===== src/rtl/jpeg_pkg.sv =====
// Shared definitions for the JPEG stream sequencer.
//   jpeg_state_e : frame sequencing states
//   SOI_MARKER   : start-of-image marker word
//   EOI_MARKER   : end-of-image marker word
package jpeg_pkg;

  typedef enum logic [2:0] {
    ST_IDLE  = 3'd0,
    ST_SOI   = 3'd1,
    ST_HDR   = 3'd2,
    ST_SCAN  = 3'd3,
    ST_FLUSH = 3'd4,
    ST_EOI   = 3'd5
  } jpeg_state_e;

  localparam logic [15:0] SOI_MARKER = 16'hFFD8;
  localparam logic [15:0] EOI_MARKER = 16'hFFD9;

endpackage


===== src/rtl/jpeg_stream_sequencer.sv =====
// JPEG frame sequencer. It emits the SOI marker, then hdr_len header words
// read from an external ROM, then the byte-stuffed entropy stream coming back
// from an external byte_stuffer, and finally the EOI marker. It also counts
// the words emitted per frame.
//
// Handshake: on every link (scan, stuffer in, stuffer out, downstream), a word
// moves on a clock edge where the sender's ena and the receiver's rdy are both
// high. A sender that has raised ena keeps its data stable until the word moves.
//
// Ports
//   clk, rst          : clock, synchronous active-high reset
//   start, hdr_len    : begin a frame (accepted only in IDLE), header word count
//   hdr_addr/hdr_data : header ROM address out, combinational ROM word in
//   scan_ena/scan_last/scan_rdy : upstream entropy word handshake
//   st_*              : byte_stuffer control and data links
//   out_data/out_ena/out_rdy    : downstream word stream
//   busy, frame_done, frame_words : status; frame_done pulses once per frame
//   fsm_state         : current sequencing state, for observation
module jpeg_stream_sequencer
  import jpeg_pkg::*;
#(
  parameter int HDR_AW = 9,
  parameter int CNT_W  = 24
) (
  input  logic              clk,
  input  logic              rst,
  input  logic              start,
  input  logic [HDR_AW:0]   hdr_len,
  output logic [HDR_AW-1:0] hdr_addr,
  input  logic [15:0]       hdr_data,
  input  logic              scan_ena,
  input  logic              scan_last,
  output logic              scan_rdy,
  output logic              st_ena_in,
  input  logic              st_rdy_out,
  output logic              st_rdy_in,
  input  logic              st_ena_out,
  input  logic [15:0]       st_out,
  output logic              st_flush,
  input  logic              st_done,
  output logic              st_rst,
  output logic [15:0]       out_data,
  output logic              out_ena,
  input  logic              out_rdy,
  output logic              busy,
  output logic              frame_done,
  output logic [CNT_W-1:0]  frame_words,
  output jpeg_state_e       fsm_state
);

  localparam logic [HDR_AW:0] HDR_ONE = (HDR_AW+1)'(1);

  jpeg_state_e       state, state_nxt;
  logic [HDR_AW:0]   len_q;
  logic [HDR_AW:0]   hdr_cnt;
  logic [CNT_W-1:0]  word_cnt;
  logic              done_q;
  logic              out_xfer;

  // Counter that sticks at all-ones instead of wrapping.
  function automatic logic [CNT_W-1:0] sat_inc(input logic [CNT_W-1:0] v);
    return (v == {CNT_W{1'b1}}) ? v : v + CNT_W'(1);
  endfunction

  always_comb begin
    state_nxt = state;
    hdr_addr  = hdr_cnt[HDR_AW-1:0];
    out_data  = '0;
    out_ena   = 1'b0;
    scan_rdy  = 1'b0;
    st_ena_in = 1'b0;
    st_rdy_in = 1'b0;
    st_flush  = 1'b0;
    st_rst    = 1'b0;
    case (state)
      ST_IDLE: begin
        if (start) state_nxt = ST_SOI;
      end
      ST_SOI: begin
        out_data = SOI_MARKER;
        out_ena  = 1'b1;
        st_rst   = 1'b1;
        if (out_rdy) state_nxt = (len_q == '0) ? ST_SCAN : ST_HDR;
      end
      ST_HDR: begin
        out_data = hdr_data;
        out_ena  = 1'b1;
        if (out_rdy && (hdr_cnt == len_q - HDR_ONE)) state_nxt = ST_SCAN;
      end
      ST_SCAN: begin
        st_ena_in = scan_ena;
        scan_rdy  = st_rdy_out;
        st_rdy_in = out_rdy;
        out_data  = st_out;
        out_ena   = st_ena_out;
        if (scan_ena && st_rdy_out && scan_last) state_nxt = ST_FLUSH;
      end
      ST_FLUSH: begin
        // Upstream is closed; only drain what the stuffer still holds.
        st_flush  = 1'b1;
        st_rdy_in = out_rdy;
        out_data  = st_out;
        out_ena   = st_ena_out;
        if (st_done) state_nxt = ST_EOI;
      end
      ST_EOI: begin
        out_data = EOI_MARKER;
        out_ena  = 1'b1;
        if (out_rdy) state_nxt = ST_IDLE;
      end
      default: state_nxt = ST_IDLE;
    endcase
    // The state register only clears on the edge, so force the reset-time
    // outputs directly while rst is high.
    if (rst) begin
      state_nxt = ST_IDLE;
      out_ena   = 1'b0;
      scan_rdy  = 1'b0;
      st_ena_in = 1'b0;
      st_rdy_in = 1'b0;
      st_flush  = 1'b0;
      st_rst    = 1'b1;
    end
  end

  assign out_xfer = out_ena && out_rdy;

  always_ff @(posedge clk) begin
    if (rst) begin
      state       <= ST_IDLE;
      len_q       <= '0;
      hdr_cnt     <= '0;
      word_cnt    <= '0;
      frame_words <= '0;
      done_q      <= 1'b0;
    end else begin
      state  <= state_nxt;
      done_q <= 1'b0;
      if (state == ST_IDLE) begin
        if (start) begin
          len_q    <= hdr_len;
          hdr_cnt  <= '0;
          word_cnt <= '0;
        end
      end else begin
        if (out_xfer) word_cnt <= sat_inc(word_cnt);
        if (state == ST_HDR && out_xfer) hdr_cnt <= hdr_cnt + HDR_ONE;
        // The EOI word is included, so take the count it will have after
        // this transfer; frame_done and frame_words appear together.
        if (state == ST_EOI && out_xfer) begin
          done_q      <= 1'b1;
          frame_words <= sat_inc(word_cnt);
        end
      end
    end
  end

  assign busy       = (state != ST_IDLE) && !rst;
  assign frame_done = done_q && !rst;
  assign fsm_state  = state;

endmodule


===== config.mk =====
export PLATFORM = sky130hd
export DESIGN_NAME = jpeg_stream_sequencer
export DESIGN_NICKNAME = d
export VERILOG_FILES = /design/src/rtl/jpeg_pkg.sv /design/src/rtl/jpeg_stream_sequencer.sv
export SDC_FILE = /design/constraint.sdc
export NUM_CORES = 1
export LEC_CHECK = 0
export BUFFER_PORTS_ARGS = -buffer_cell sky130_fd_sc_hd__buf_4
export CORE_ASPECT_RATIO = 1.2
export CORE_MARGIN = 3
export CORE_UTILIZATION = 55
export CTS_BUF_LIST = sky130_fd_sc_hd__clkbuf_2 sky130_fd_sc_hd__clkbuf_4 sky130_fd_sc_hd__clkbuf_8
export DETAILED_ROUTE_END_ITERATION = 16
export PLACE_DENSITY = 0.82
export SYNTH_ARGS = -nofsm -noshare
export SYNTH_HDL_FRONTEND = slang
export SYNTH_SLANG_ARGS = --single-unit

===== constraint.sdc =====
create_clock -name clk -period 2.3 [get_ports clk]
set_input_delay 0.345 -clock clk [delete_from_list [all_inputs] [get_ports clk]]
set_output_delay 0.345 -clock clk [all_outputs]
set_load 0.05 [all_outputs]

After elaboration in Yosys (flattened, before gate mapping)
Index checks and enable logic that the tools add are counted.
{ "totals": {"ff_bits": 72, "inputBits": 51} }
{ "op_classes": {"n_addsub": 3, "eq_ne": 13, "muxes": 29, "bitwise_logic": 1, "reduce_logical": 22} }
{ "ops": {"columns": ["cell", "n"], "rows": [
  ["2-to-1 mux 24 bit", 4],
  ["case mux 16 bit (4 select lines)", 1],
  ["2-to-1 mux 10 bit", 3],
  ["adder 24 x 1 -> 24 bit, second input constant", 1],
  ["equality test 24 bit, second input constant", 1],
  ["2-to-1 mux 3 bit", 6],
  ["case mux 3 bit (6 select lines)", 1],
  ["2-to-1 mux 1 bit", 13],
  ["inequality test 2 bit, second input constant", 6],
  ["adder 10 x 1 -> 10 bit, second input constant", 1],
  ["equality test 10 bit", 1],
  ["zero test 10 bit", 1],
  ["subtractor 10 x 1 -> 10 bit, second input constant", 1],
  ["logical AND 1 bit", 8],
  ["AND reduction 2 bit", 4],
  ["equality test 3 x 2 -> 1 bit, second input constant", 2],
  ["equality test 3 bit, second input constant", 2],
  ["AND reduction 6 bit", 1],
  ["nonzero test 2 bit", 2],
  ["OR reduction 2 bit", 2],
  ["equality test 3 x 1 -> 1 bit, second input constant", 1],
  ["zero test 3 bit", 1],
  ["nonzero test 3 bit", 1],
  ["OR reduction 3 bit", 1],
  ["3 further kinds", 3]
]} }

Logic depth before layout (Yosys ltp)
{ "logic_depth": {"word_depth": 8, "depth_mapped": 8, "ltp_nobuf": 7} }

Least setup slack after synthesis
OpenSTA, ideal clock, no wires.
{ "synth_path": {"path_type": "register -> output", "startpoint": "register state[0] (netlist: fsm_state[0])", "endpoint": "output port out_data[1]", "arrival_time_ps": 2705, "setup_slack_ps": -750, "path_stages_with_launch": 6, "path_cell_list": "dfxtp_1 > buf_2 > clkbuf_1 > buf_1 > mux2i_1 > o21ai_0"} }
{ "synth_via": {"elab_chain_len": 3} }
{ "synth_rtl": {"columns": ["item", "line", "source"], "rows": [
  ["start, declared", "jpeg_stream_sequencer.sv:53", "jpeg_state_e state, state_nxt;"],
  ["start signal, assigned", "jpeg_stream_sequencer.sv:137", "state <= state_nxt;"],
  ["equality test 3 bit or equality test 3 x 2 -> 1 bit (tied branches)", "jpeg_stream_sequencer.sv:75", "case (state)"],
  ["OR reduction 2 bit (no line)", null, null],
  ["case mux 16 bit (4 select lines) (*)", "jpeg_stream_sequencer.sv:75", null],
  ["end, declared", "jpeg_stream_sequencer.sv:42", "output logic [15:0] out_data,"]
]} }
Every way passes the cells marked *; elsewhere a longest branch is shown, timed or not.

Worst setup path after layout
{ "layout_path": {"startpoint": "register word_cnt[7]", "endpoint": "register frame_words[2]"} }
{ "layout_via": {"elab_chain_len": 2} }
{ "layout_rtl": {"columns": ["item", "line", "source"], "rows": [
  ["start, declared", "jpeg_stream_sequencer.sv:56", "logic [CNT_W-1:0] word_cnt;"],
  ["start signal, assigned", "jpeg_stream_sequencer.sv:146", "if (out_xfer) word_cnt <= sat_inc(word_cnt);"],
  ["equality test 24 bit", "jpeg_stream_sequencer.sv:62", "return (v == {CNT_W{1'b1}}) ? v : v + CNT_W'(1);"],
  ["2-to-1 mux 24 bit", "jpeg_stream_sequencer.sv:62", null],
  ["end signal, assigned", "jpeg_stream_sequencer.sv:152", "frame_words <= sat_inc(word_cnt);"],
  ["end, declared", "jpeg_stream_sequencer.sv:47", "output logic [CNT_W-1:0] frame_words,"]
]} }
Every way passes these cells.
A chain may end at the register's enable or synchronous reset.

==> impl_metrics.csv <==
group,metric,value,unit
synth,synth-edff-count,0,
power_and_ir_drop,total_leakage_power,0.00210,uW
placement,place.gp.congestion,0.936,
routing,route.final.wire_length,11900,um
placement,dp_hpwl,8820,um
synth,synth-warning-count,0,
critical_path,worst_setup_path_start_kind,"register",
power_and_ir_drop,cellPowerDensity,572,mW/mm^2
timing,worst_slack,128,ps
routing,avgViaCountPerCell,6.06,
routing,detailedRoute.firstIterationViolations,226,
grt,grt_antenna_before_repair,0,
finish,antennaDiodeCount,0,
synth,synth.distinct_cells,65,
timing,totalNegativeSetupSlack,0,ps
critical_path,worstPathBufferInverterCount,0,
die,die_height,103,um
flow_run,cap_viol_max_count,0,
synth,yosys_most_used_dff,"sky130_fd_sc_hd__dfxtp_1",
clocking,maximum_clock_insertion_buffer_count,2,
synth,async_reset_ff_share,0,%
critical_path,crit_path_frequent_cell,"sky130_fd_sc_hd__and4_1",
critical_path,cpLargestDelayFamily,"simple AND/OR/NAND/NOR gates",
timing,max_freq,460,MHz
synth,synth_nets,598,
synth,yosys.cell_count.top_type,"sky130_fd_sc_hd__dfxtp_1",
synth,synth_top_area_share,33.4,%
critical_path,critical_path.max_stage_delay,480,ps
clocking,hold_buffers,0,
timing,final_max_slew_viol_count,0,
power_and_ir_drop,vdd.ir_drop.worst,0.617,mV
clocking,cts_setup_buffers,0,
synth,synthesis.instances,544,
finish,final-instance-count-excl-fill,736,
synth,synth_top_cells_by_count,"sky130_fd_sc_hd__dfxtp_1 (72), sky130_fd_sc_hd__nand2_1 (52), sky130_fd_sc_hd__a21oi_1 (49), sky130_fd_sc_hd__nor2_1 (42), sky130_fd_sc_hd__o21ai_0 (28)",
placement,place_area,0.00545,mm^2
routing,wl_per_cell,16.1,um
timing,final_critical_period,2170,ps
die,row_count,34,
min_path,worst_hold_path_type,"primary input to register",
critical_path,crit_path_cell_trace,"and4_1 > and4_1 > nand3_1 > a31o_2 > a21oi_1",
routing,route.antenna.remaining_nets,0,
timing,setup-violations-final,0,
synth,synth_seq_cells,72,
clocking,cts_tree,"yes",
clocking,htree_levels,3,
timing,worst_clock_skew,11.7,ps
grt,grt_overflow,0,
critical_path,worstSetupEndpointType,"register",
critical_path,crit_path_start,"word_cnt[7]",
synth,seq_area_frac_synth,33.4,%
grt,grt_first_pass_wirelength,19300,um
status,run_status,"finished clean",
timing,timing.final.hold_violations,0,
die,design.portCount,111,
placement,numPortBuffers,110,
routing,via_count,4459,
timing,timing.final.crit_share,94.4,%
placement,post-place-ws,40.0,ps
placement,dpl.cell_count,720,
grt,first_global_vias,4155,
die,fp.coreArea,0.00744,mm^2
finish,synth_to_layout_area_growth,31.6,%
routing,detail_route.first_pass.iterations,5,
timing,timing.slew.headroom,52.8,%
clocking,cts_inserted_buffers,9,
clocking,clock_sinks,72,
critical_path,timing.rr.start,"word_cnt[7]",
synth,mappedNetlistArea,0.00432,mm^2
clocking,clock_latency,340,ps
grt,grt_use_total,26.5,%
critical_path,timing.setup.critical_path_class,"register to register",
die,die_x_extent,86.9,um
finish,final_net_count,695,
critical_path,path_max_fanout,9,
routing,drc,0,
critical_path,cp_arrival,2440,ps
critical_path,critical_path.slowest_cell,"sky130_fd_sc_hd__and4_1",
min_path,holdCritStartpoint,"rst",
die,start_util,58.0,%
clocking,post_cts_clock_slew_at_the_launch_and_capture_registers_of_the_worst_setup_and_hold_paths,80,ps
timing,worstMarginPinSlew,707,ps
critical_path,critical_path_required_time,2570,ps
die,die_area,0.00895,mm^2
finish,final_util,76.4,%
synth,netlist_top_cells_area,"sky130_fd_sc_hd__dfxtp_1 (33%), sky130_fd_sc_hd__a21oi_1 (5.7%), sky130_fd_sc_hd__xnor2_1 (4.7%)",
critical_path,internal_reg_to_reg_setup_slack,130,ps
grt,grt_start_max_net_pins,32,
clocking,cts.repair.resized,0,
finish,design_area,0.00568,mm^2
finish,drive_gt1_share,30.7,%
clocking,cts-root-buf,"sky130_fd_sc_hd__clkbuf_8",
synth,post-synth-top-area-cell,"sky130_fd_sc_hd__dfxtp_1",
synth,synth.avg_cell_area,7.94,um^2
state kept, by name (all words and copies together) (netlist names):
name	flops
frame_words	24
word_cnt	24
hdr_cnt	10
len_q	10
fsm_state	3
done_q	1
final timing paths:
check | depth (start not counted) | endpoint
worst max-delay path | 5 | frame_words[2]
worst min-delay path | 2 | fsm_state[2]
worst max register to register | 5 | frame_words[2]
worst min register to register | 2 | frame_words[4]
worst reg2reg max path, cell delays in order (launching register included):
cell                      delay, ps
sky130_fd_sc_hd__dfxtp_1        470
sky130_fd_sc_hd__and4_1         420
sky130_fd_sc_hd__and4_1         480
sky130_fd_sc_hd__nand3_1        280
sky130_fd_sc_hd__a31o_2         340
sky130_fd_sc_hd__a21oi_1        120
routing by layer:
| metal | GRT usage (%) | part of all wire (%) |
|---|---|---|
| met1 | 30.5 | 39 |
| met2 | 49.6 | 53 |
| met3 | 4.80 | 6.4 |
| met4 | 7.31 | 1.3 |
| met5 | 0 | 0 |
cell families (layout without fill, tap and decap cells):
family | count (synthesis) | after routing | synth area share, %
flip-flops | 72 | 72 | 33.4
adder cells (fa/ha/maj) | 3 | 3 | 0.869
multiplexers | 5 | 5 | 1.16
AND/OR/NAND/NOR | 185 | 185 | 22.3
buffers and inverters | 60 | 162 | 6.26
XOR/XNOR | 36 | 36 | 7.30
AO/OA/AOI/OAI | 183 | 183 | 28.8
metrics by stage:
step / power (uW) / hold WS, ps
after detailed placement: 2250 / 454
after global routing: 3400 / 233
after CTS: 3270 / 228
after floorplan: 1980 / 458
final: 3250 / 238
after global placement: 2230 / 444
cells in the final DEF (no fill, tap or decap), drive strengths merged, types with 3 or more instances in the layout:
master / netlist / layout
clkbuf: 24 / 9
o21ai: 29 / 29
dfxtp: 72 / 72
nand4: 9 / 9
and4: 5 / 5
inv: 10 / 12
a2111oi: 4 / 4
o21bai: 3 / 3
a22oi: 12 / 12
a311oi: 5 / 5
nor2: 42 / 42
or2: 3 / 3
o2111ai: 3 / 3
o22ai: 12 / 12
nand3: 17 / 17
nand2: 52 / 52
and3: 8 / 8
mux2i: 5 / 5
or3: 10 / 10
ha: 3 / 3
nand3b: 4 / 4
a31oi: 21 / 21
nand2b: 10 / 10
clkinv: 1 / 4
xnor2: 23 / 23
buf: 25 / 135
a21oi: 49 / 49
xor2: 13 / 13
nor4: 4 / 4
nor2b: 4 / 4
nor3: 5 / 5
a211oi: 20 / 20
nor3b: 4 / 4
report_power, final:
part	switching [uW]	internal [uW]
Combinational	559	363
Clock	512	514
Sequential	34.1	1270
layout make-up:
type / count / area (um^2)
multi-input combinational: 412 / 2850
timing repair buffer: 135 / 1030
clock buffer: 9 / 124
inverter: 11 / 41.3
fill: 568 / 1760
clock inverter: 7 / 80.1
sequential: 72 / 1450
tap: 90 / 113
Power figures use the tool's default switching activity.
